==> config.mk <==
export PLATFORM = sky130hd
export DESIGN_NAME = gcd_arbiter
export DESIGN_NICKNAME = d
export VERILOG_FILES = /design/src/rtl/gcd_arbiter.sv
export SDC_FILE = /design/constraint.sdc
export NUM_CORES = 1
export LEC_CHECK = 0
export ABC_AREA = 1
export CORE_ASPECT_RATIO = 0.8
export CORE_MARGIN = 4
export CORE_UTILIZATION = 25
export DETAILED_ROUTE_END_ITERATION = 7
export MAX_ROUTING_LAYER = met4
export PLACE_DENSITY = 0.59
export SLEW_MARGIN = 20
export SYNTH_ARGS = -nofsm -noshare
export SYNTH_HDL_FRONTEND = slang
export SYNTH_SLANG_ARGS = --single-unit
==> constraint.sdc <==
create_clock -name clk -period 4.37 [get_ports clk]
set_input_delay 0.6555 -clock clk [delete_from_list [all_inputs] [get_ports clk]]
set_output_delay 0.6555 -clock clk [all_outputs]
set_load 0.03 [all_outputs]
==> src/rtl/gcd_arbiter.sv <==
// Round-robin arbiter that shares one GCD control FSM and datapath among NREQ requesters.
// Define GCD_TIMEOUT_EN to add a WAIT-state watchdog that forces result=0 and err=1.
module gcd_arbiter #(
   parameter int unsigned NREQ    = 4,
   parameter int unsigned WIDTH   = 16,
   parameter int unsigned TIMEOUT = 255
) (
   input  logic                    clk,
   input  logic                    nrst,
   input  logic [NREQ-1:0]         req,
   input  logic [NREQ*WIDTH-1:0]   op_a,
   input  logic [NREQ*WIDTH-1:0]   op_b,
   output logic [NREQ-1:0]         gnt,
   output logic [NREQ-1:0]         done,
   output logic [WIDTH-1:0]        result,
   output logic                    busy,
   output logic                    err,
   output logic [WIDTH-1:0]        gcd_a,
   output logic [WIDTH-1:0]        gcd_b,
   output logic                    gcd_in_ready,
   input  logic                    gcd_out_valid,
   input  logic [WIDTH-1:0]        gcd_result,
   output logic                    gcd_result_taken
);

   localparam int unsigned SelW = (NREQ > 1) ? $clog2(NREQ) : 1;

   typedef enum logic [1:0] {
      StIdle   = 2'd0,
      StIssue  = 2'd1,
      StWait   = 2'd2,
      StReturn = 2'd3
   } state_e;

   state_e            state_q, state_d;
   logic [SelW-1:0]   sel_q, sel_d;
   logic [SelW-1:0]   last_q, last_d;
   logic [NREQ-1:0]   gnt_q, gnt_d;
   logic [NREQ-1:0]   done_q, done_d;
   logic [WIDTH-1:0]  result_q, result_d;
   logic              busy_q, busy_d;
   logic              err_q, err_d;
   logic [WIDTH-1:0]  gcd_a_q, gcd_a_d;
   logic [WIDTH-1:0]  gcd_b_q, gcd_b_d;
   logic              in_ready_q, in_ready_d;
   logic              taken_q, taken_d;

   logic              found;
   logic [SelW-1:0]   pick;

`ifdef GCD_TIMEOUT_EN
   logic [7:0]        cnt_q, cnt_d;
   logic              to_q, to_d;
`else
   logic              unused_timeout;
   assign unused_timeout = |32'(TIMEOUT);
`endif

   // Search upward from last+1 with wrap, so the previous winner is considered last.
   always_comb begin
      found = 1'b0;
      pick  = '0;
      for (int unsigned i = 1; i <= NREQ; i++) begin
         if (!found && req[(32'(last_q) + i) % NREQ]) begin
            found = 1'b1;
            pick  = SelW'((32'(last_q) + i) % NREQ);
         end
      end
   end

   always_comb begin
      state_d    = state_q;
      sel_d      = sel_q;
      last_d     = last_q;
      gnt_d      = gnt_q;
      done_d     = '0;
      result_d   = result_q;
      err_d      = 1'b0;
      gcd_a_d    = gcd_a_q;
      gcd_b_d    = gcd_b_q;
      in_ready_d = 1'b0;
      taken_d    = 1'b0;
`ifdef GCD_TIMEOUT_EN
      cnt_d      = cnt_q;
      to_d       = to_q;
`endif

      unique case (state_q)
         StIdle: begin
            if (found) begin
               sel_d       = pick;
               gcd_a_d     = op_a[32'(pick) * WIDTH +: WIDTH];
               gcd_b_d     = op_b[32'(pick) * WIDTH +: WIDTH];
               gnt_d       = '0;
               gnt_d[pick] = 1'b1;
               in_ready_d  = 1'b1;
               state_d     = StIssue;
            end
         end
         StIssue: begin
`ifdef GCD_TIMEOUT_EN
            cnt_d = '0;
            to_d  = 1'b0;
`endif
            state_d = StWait;
         end
         StWait: begin
            if (gcd_out_valid) begin
               result_d = gcd_result;
               taken_d  = 1'b1;
               state_d  = StReturn;
            end
`ifdef GCD_TIMEOUT_EN
            else if (cnt_q == 8'(TIMEOUT - 1)) begin
               // Release the GCD FSM anyway so it returns to its idle state.
               result_d = '0;
               taken_d  = 1'b1;
               to_d     = 1'b1;
               state_d  = StReturn;
            end else begin
               cnt_d = cnt_q + 8'd1;
            end
`endif
         end
         StReturn: begin
            done_d        = '0;
            done_d[sel_q] = 1'b1;
`ifdef GCD_TIMEOUT_EN
            err_d         = to_q;
`endif
            gnt_d         = '0;
            last_d        = sel_q;
            state_d       = StIdle;
         end
         default: state_d = StIdle;
      endcase

      busy_d = (state_d != StIdle);
   end

   always_ff @(posedge clk or negedge nrst) begin
      if (!nrst) begin
         state_q    <= StIdle;
         sel_q      <= '0;
         last_q     <= SelW'(NREQ - 1);
         gnt_q      <= '0;
         done_q     <= '0;
         result_q   <= '0;
         busy_q     <= 1'b0;
         err_q      <= 1'b0;
         gcd_a_q    <= '0;
         gcd_b_q    <= '0;
         in_ready_q <= 1'b0;
         taken_q    <= 1'b0;
`ifdef GCD_TIMEOUT_EN
         cnt_q      <= '0;
         to_q       <= 1'b0;
`endif
      end else begin
         state_q    <= state_d;
         sel_q      <= sel_d;
         last_q     <= last_d;
         gnt_q      <= gnt_d;
         done_q     <= done_d;
         result_q   <= result_d;
         busy_q     <= busy_d;
         err_q      <= err_d;
         gcd_a_q    <= gcd_a_d;
         gcd_b_q    <= gcd_b_d;
         in_ready_q <= in_ready_d;
         taken_q    <= taken_d;
`ifdef GCD_TIMEOUT_EN
         cnt_q      <= cnt_d;
         to_q       <= to_d;
`endif
      end
   end

   assign gnt              = gnt_q;
   assign done             = done_q;
   assign result           = result_q;
   assign busy             = busy_q;
   assign gcd_a            = gcd_a_q;
   assign gcd_b            = gcd_b_q;
   assign gcd_in_ready     = in_ready_q;
   assign gcd_result_taken = taken_q;
`ifdef GCD_TIMEOUT_EN
   assign err              = err_q;
`else
   logic unused_err;
   assign unused_err = err_q;
   assign err        = 1'b0;
`endif

endmodule

* Yosys cells after proc, flatten, opt, wreduce, memory -nomap -nowiden
Cells that the tools add are included.
Word-level totals: register bits after elaboration 65, input port bits 151
Cells by class: $add $sub $neg 4, shifts and indexed selects 2, reduce and logical (&&, ||, !) cells 14, order comparisons 8, eq/ne operators 4, mux-type cells 30
Operators with widths (number):
- 64-bit by 7-bit indexed part select with 16-bit output | 2
- 2-bit by 3-bit less-than comparator with 1-bit output, second input constant | 6
- 1-bit 2-to-1 mux | 14
- 2-bit 2-to-1 mux | 6
- 1-bit binary-select mux with 2-bit select | 4
- 4-bit 2-to-1 mux | 2
- 2-bit case mux with 4 select lines | 1
- 4-bit case mux with 2 select lines | 1
- 2-bit AND reduction | 3
- 1-bit logical AND | 5
- 2-bit by 1-bit adder with 2-bit output, second input constant | 2
- 2-bit adder, second input constant | 2
- 1-bit demux with 2-bit select | 2
- 2-bit == test, second input constant | 2
- 2-bit by 1-bit >= comparator with 1-bit output, second input constant | 2
- 2-bit nonzero test | 2
- 1-bit logical NOT | 3
- 2-bit by 1-bit == test with 1-bit output, second input constant | 1
- 2-bit logical NOT | 1
- 2-bit inequality test, second input constant | 1

* Longest topological paths before layout
depth in word-level cells 19, mapped depth 18

* Worst setup path after synthesis
OpenSTA, ideal clock, no wires.
path type register to register, start point register last_q[0], end point register gcd_a_q[0], in the netlist gcd_a[0], clock period less this slack 1.907 ns, setup time 0.117 ns, stages on the path, launching flop included 17, arrival time 1.790 ns, required time 4.253 ns, setup slack 2.463 ns, cell sequence dfstp_2 buf_6 inv_6 nand2_1 nand2_2 nand2_1 nand2_1 nor2_4 nand3_2 buf_2 buf_2 nand3_1 nand2_1 nand2_1 nand2_1 nand2_1 nand2_1
On the way: word-level cells in the longest chain between the ends 14, elaborated cells on any way between the ends 28
RTL lines:
- start, declared | line 37 | logic [SelW-1:0] last_q, last_d;
- start signal, assigned | line 145 | last_q <= SelW'(NREQ - 1);
- start signal, assigned | line 162 | last_q <= last_d;
- 2-bit by 1-bit adder with 2-bit output | line 64, 66
- 1-bit binary-select mux with 2-bit select | line 64 | if (!found && req[(32'(last_q) + i) % NREQ]) begin
- 1-bit 2-to-1 mux (not written as such) | line 64
- 1-bit 2-to-1 mux | line 64
- 1-bit logical NOT | line 64
- 1-bit logical AND | line 64
- 1-bit 2-to-1 mux | line 64
- 1-bit logical NOT | line 64
- 1-bit logical AND | line 64
- 1-bit 2-to-1 mux | line 64
- 1-bit logical NOT | line 64
- 1-bit logical AND | line 64
- 2-bit 2-to-1 mux or 1-bit 2-to-1 mux (tied branches) | line 64
- 64-bit by 7-bit indexed part select with 16-bit output or 2-bit AND reduction (tied branches)
- end signal, assigned | line 168 | gcd_a_q <= gcd_a_d;
- end, declared | line 43 | logic [WIDTH-1:0] gcd_a_q, gcd_a_d;
Several ways; a longest one is shown, not always the timed one. The select of a mux whose other input is x is not followed. A chain may end at the register's enable or synchronous reset.

* Worst setup path after layout
start point input req[0], end point register gnt_q[1], in the netlist gnt[1]
On the way: word-level cells in the longest chain between the ends 18, elaborated cells on any way between the ends 31
RTL lines:
- start, declared | line 10 | input logic [NREQ-1:0] req,
- 1-bit binary-select mux with 2-bit select | line 64
- 1-bit 2-to-1 mux (not written as such) | line 64
- 1-bit 2-to-1 mux | line 64
- 1-bit logical NOT | line 64
- 1-bit logical AND | line 64
- 1-bit 2-to-1 mux | line 64
- 1-bit logical NOT | line 64
- 1-bit logical AND | line 64
- (+2 left out)
- 1-bit logical AND | line 64
- 2-bit 2-to-1 mux | line 64
- 2-bit by 3-bit less-than comparator with 1-bit output (not written as such) or 2-bit by 1-bit >= comparator with 1-bit output (tied branches) | line 95 | gnt_d[pick] = 1'b1;
- 1-bit logical AND (not written as such) | line 95
- 1-bit 2-to-1 mux (not written as such) | line 95
- 1-bit demux with 2-bit select | line 95
- 4-bit 2-to-1 mux | line 90 | if (found) begin
- 4-bit case mux with 2 select lines | line 88 | unique case (state_q)
- end signal, assigned | line 163 | gnt_q <= gnt_d;
- end, declared | line 38 | logic [NREQ-1:0] gnt_q, gnt_d;
Several ways; a longest one is shown, not always the timed one. The select of a mux whose other input is x is not followed.

==> reports/metrics.cfg <==
[logic_synthesis]
syn-cell-area_um2 = 4061
ys_seq_area_share_pct = 40.11
ys_ff_latch = 65
yosys.area.top_type = dfrtp_1
synthArstFlopShare_pct = 100.0
synth-edff-count = 0
syn_nets = 790
yosysWarningCount = 0
synth.most_common_cell = nand2_1
avgSynthCellArea_um2 = 6.396
synth_cells = 635
synth_ff_type = dfrtp_1
yosysUniqueCellTypes = 26
netlist_top_cells_area = dfrtp_1, nand2_1, nand3_1, buf_2, buf_6
yosysTopAreaCellShare_pct = 38.82
synth_commonest_cells = nand2_1, nand3_1, dfrtp_1

[placed_design]
place_ws_ns = 1.199
gp_congestion = 0.8060
io_buffers = 209
place_hpwl_um = 10150

[floorplanning]
core-area_um2 = 15850
die_area_um2 = 18360
die_x_um = 150.5
io-pin-count = 211
start_util_pct = 25.62
rows = 41
fp.dieH_um = 122

[flow_run]
drv_cap = 0

[critical_path]
regToRegEndpoint = gcd_a[1]$_DFFE_PN0P_
r2r.worst_path.cells = 16
crit_arrival_ns = 3.03
start_kind = input port
worstSetupEndpointType = register
critical_path_class = input port to register
r2r_start = last_q[0]$_DFFE_PN1P_
required_ns = 4.62
worst-path-max-fanout = 36
worst-r2r-setup-slack_ns = 1.64

[power]
vdd_drop_max_v = 0.0005504
p_total_mw = 5.512
p_leak_nw = 3.318
power_density_nw_per_um2 = 842.4

[detailed_routing]
drt_drc_violations_left = 0
vias = 4519
ant_nets = 0
wire_per_inst_um = 13.89
vias_per_cell = 4.324
drt-pass1-iter-count = 5
drt_iter0_markers = 197
drt_wl_total_um = 14510

[sta]
relSlewSlack_pct = 41.99
finClkSkew_ns = 0.006333
setup_viol = 0
final.period_utilization_pct = 63.50
hold_viol = 0
grt_setup_unrepaired = no
max_freq_mhz = 360.4
setup_ws_ns = 1.595
slew_violations = 0
tightest_slew_ns = 0.8702
tns_ns = 0
layout_min_cycle_time_ns = 2.775

[clock_tree]
cts_setup_buffers = 0
clk_pin_slew_ns = 0.06
h-tree-depth = 3
cts_root_buffer = clkbuf_16
cts_hold_buf = 0
clk_latency_ns = 0.34
cts_sinks = 65
cts_buffer_depth = 2
cts_inserted_buffers = 9
cts_tree = built
cts_resized = 0

[global_routing]
overflow = 0
grt_max_degree = 68
grt_pass1_vias = 4239
grt_pass1_wl_um = 22280
antenna_found_initial = 1
grt_usage_pct = 15.84

[layout]
num-nets-final = 979
drive_above_1_share_pct = 4.584
fillers = 1662
syn2layout_area_growth_pct = 61.12

[min_path]
holdCritPathClass = input port to async pin

[status]
status = finished, final reports clean

==> logic make-up after synthesis <==
kind of cell | synth area share (%)
other | 0.09233
adder cells (fa/ha/maj) | 1.232
flip-flops | 40.11
AND/OR/NAND/NOR | 48.80
AO/OA/AOI/OAI | 1.941
buffers and inverters | 7.825
==> report_power, final <==
part / internal, mW / leakage, nW / switching, mW
clock: 0.443 / 0.135 / 0.277
sequential: 0.879 / 0.821 / 0.157
combinational: 1.30 / 2.36 / 2.45
==> cell usage in the layout, fill, tap and decap left out <==
cell,count
a31oi_1,1
diode_2,1
conb_1,1
nand2_1,410
ha_1,4
nand2_2,4
clkbuf_16,9
nor2_1,3
dfrtp_1,63
buf_12,1
inv_2,5
o21a_1,1
nand3_1,70
o21ai_0,6
buf_4,6
o21ai_1,2
clkbuf_1,1
nor3_1,1
bufinv_16,1
inv_1,13
clkinv_4,2
nand4_1,1
clkdlybuf4s50_1,208
clkinvlp_4,3
nand3_2,3
dfstp_2,2
or2_1,1
o22ai_1,4
clkinv_1,1
inv_6,1
nor2_4,1
==> state kept, by name, indices dropped and copies added, names as in the netlist <==
name and flops:
gcd_a 16, gcd_b 16, result 16, done 4, gnt 4, last_q 2, sel_q 2, state_q 2
busy 1, gcd_in_ready 1, gcd_result_taken 1
==> cell type report <==
cell class | instances | area (µm²) | share of cell area [%]
Clock buffer | 10 | 229.0 | 3.499
Antenna cell | 1 | 2.502 | 0.03824
Clock inverter | 6 | 70.07 | 1.071
Sequential cell | 65 | 1629 | 24.89
Timing Repair Buffer | 215 | 2147 | 32.81
Multi-Input combinational cell | 513 | 2117 | 32.35
Inverter | 20 | 80.08 | 1.224
Tap cell | 215 | 269.0 | 4.111
==> worst max-delay path by stage <==
stage	end	slack [ns]	from
finish	gnt[1]$_DFFE_PN0P_	1.59	req[0]
global route	gcd_a[1]$_DFFE_PN0P_	1.33	last_q[0]$_DFFE_PN1P_
CTS	gnt[1]$_DFFE_PN0P_	1.58	req[3]
detailed placement	gnt[0]$_DFFE_PN0P_	1.20	req[3]
global placement	gnt[1]$_DFFE_PN0P_	1.23	req[0]
floorplan	gcd_a[0]$_DFFE_PN0P_	2.46	last_q[0]$_DFFE_PN1P_
==> layer usage <==
metal  track usage [%]  share of wire, %  wire length, µm  vias up
met3             6.322                10             1469       18
met2             23.10                42             6158      172
met5                 -                 0                0        -
li1                  -                 -                -     2340
met1             20.36                46             6654     1989
met4             4.457               1.6              229        0
==> worst max-delay path, cell delays in order <==
cell and delay (ns):
clkdlybuf4s50_1 0.50, nand2_1 0.06, nand2_1 0.09, nand2_1 0.08
nand2_2 0.11, nor2_4 0.05, nand3_2 0.06, buf_4 0.32
nand2_1 0.14, inv_2 0.52, nand2_1 0.25, o22ai_1 0.18
==> per-stage QoR <==
stage                     instance area, µm²  hold WS (ns)  utilization [%]  instances
after floorplan                         4061        0.3599                -        635
after global placement                  6242        0.4611            39.38       1028
after detailed placement                6242        0.4637            39.38       1028
after CTS                               6541        0.4567            41.27       1044
after global routing                    6544        0.4940            41.28       1045
final                                   6544        0.4338            41.28       1045
No activity file was read; power rests on OpenSTA's default activity.
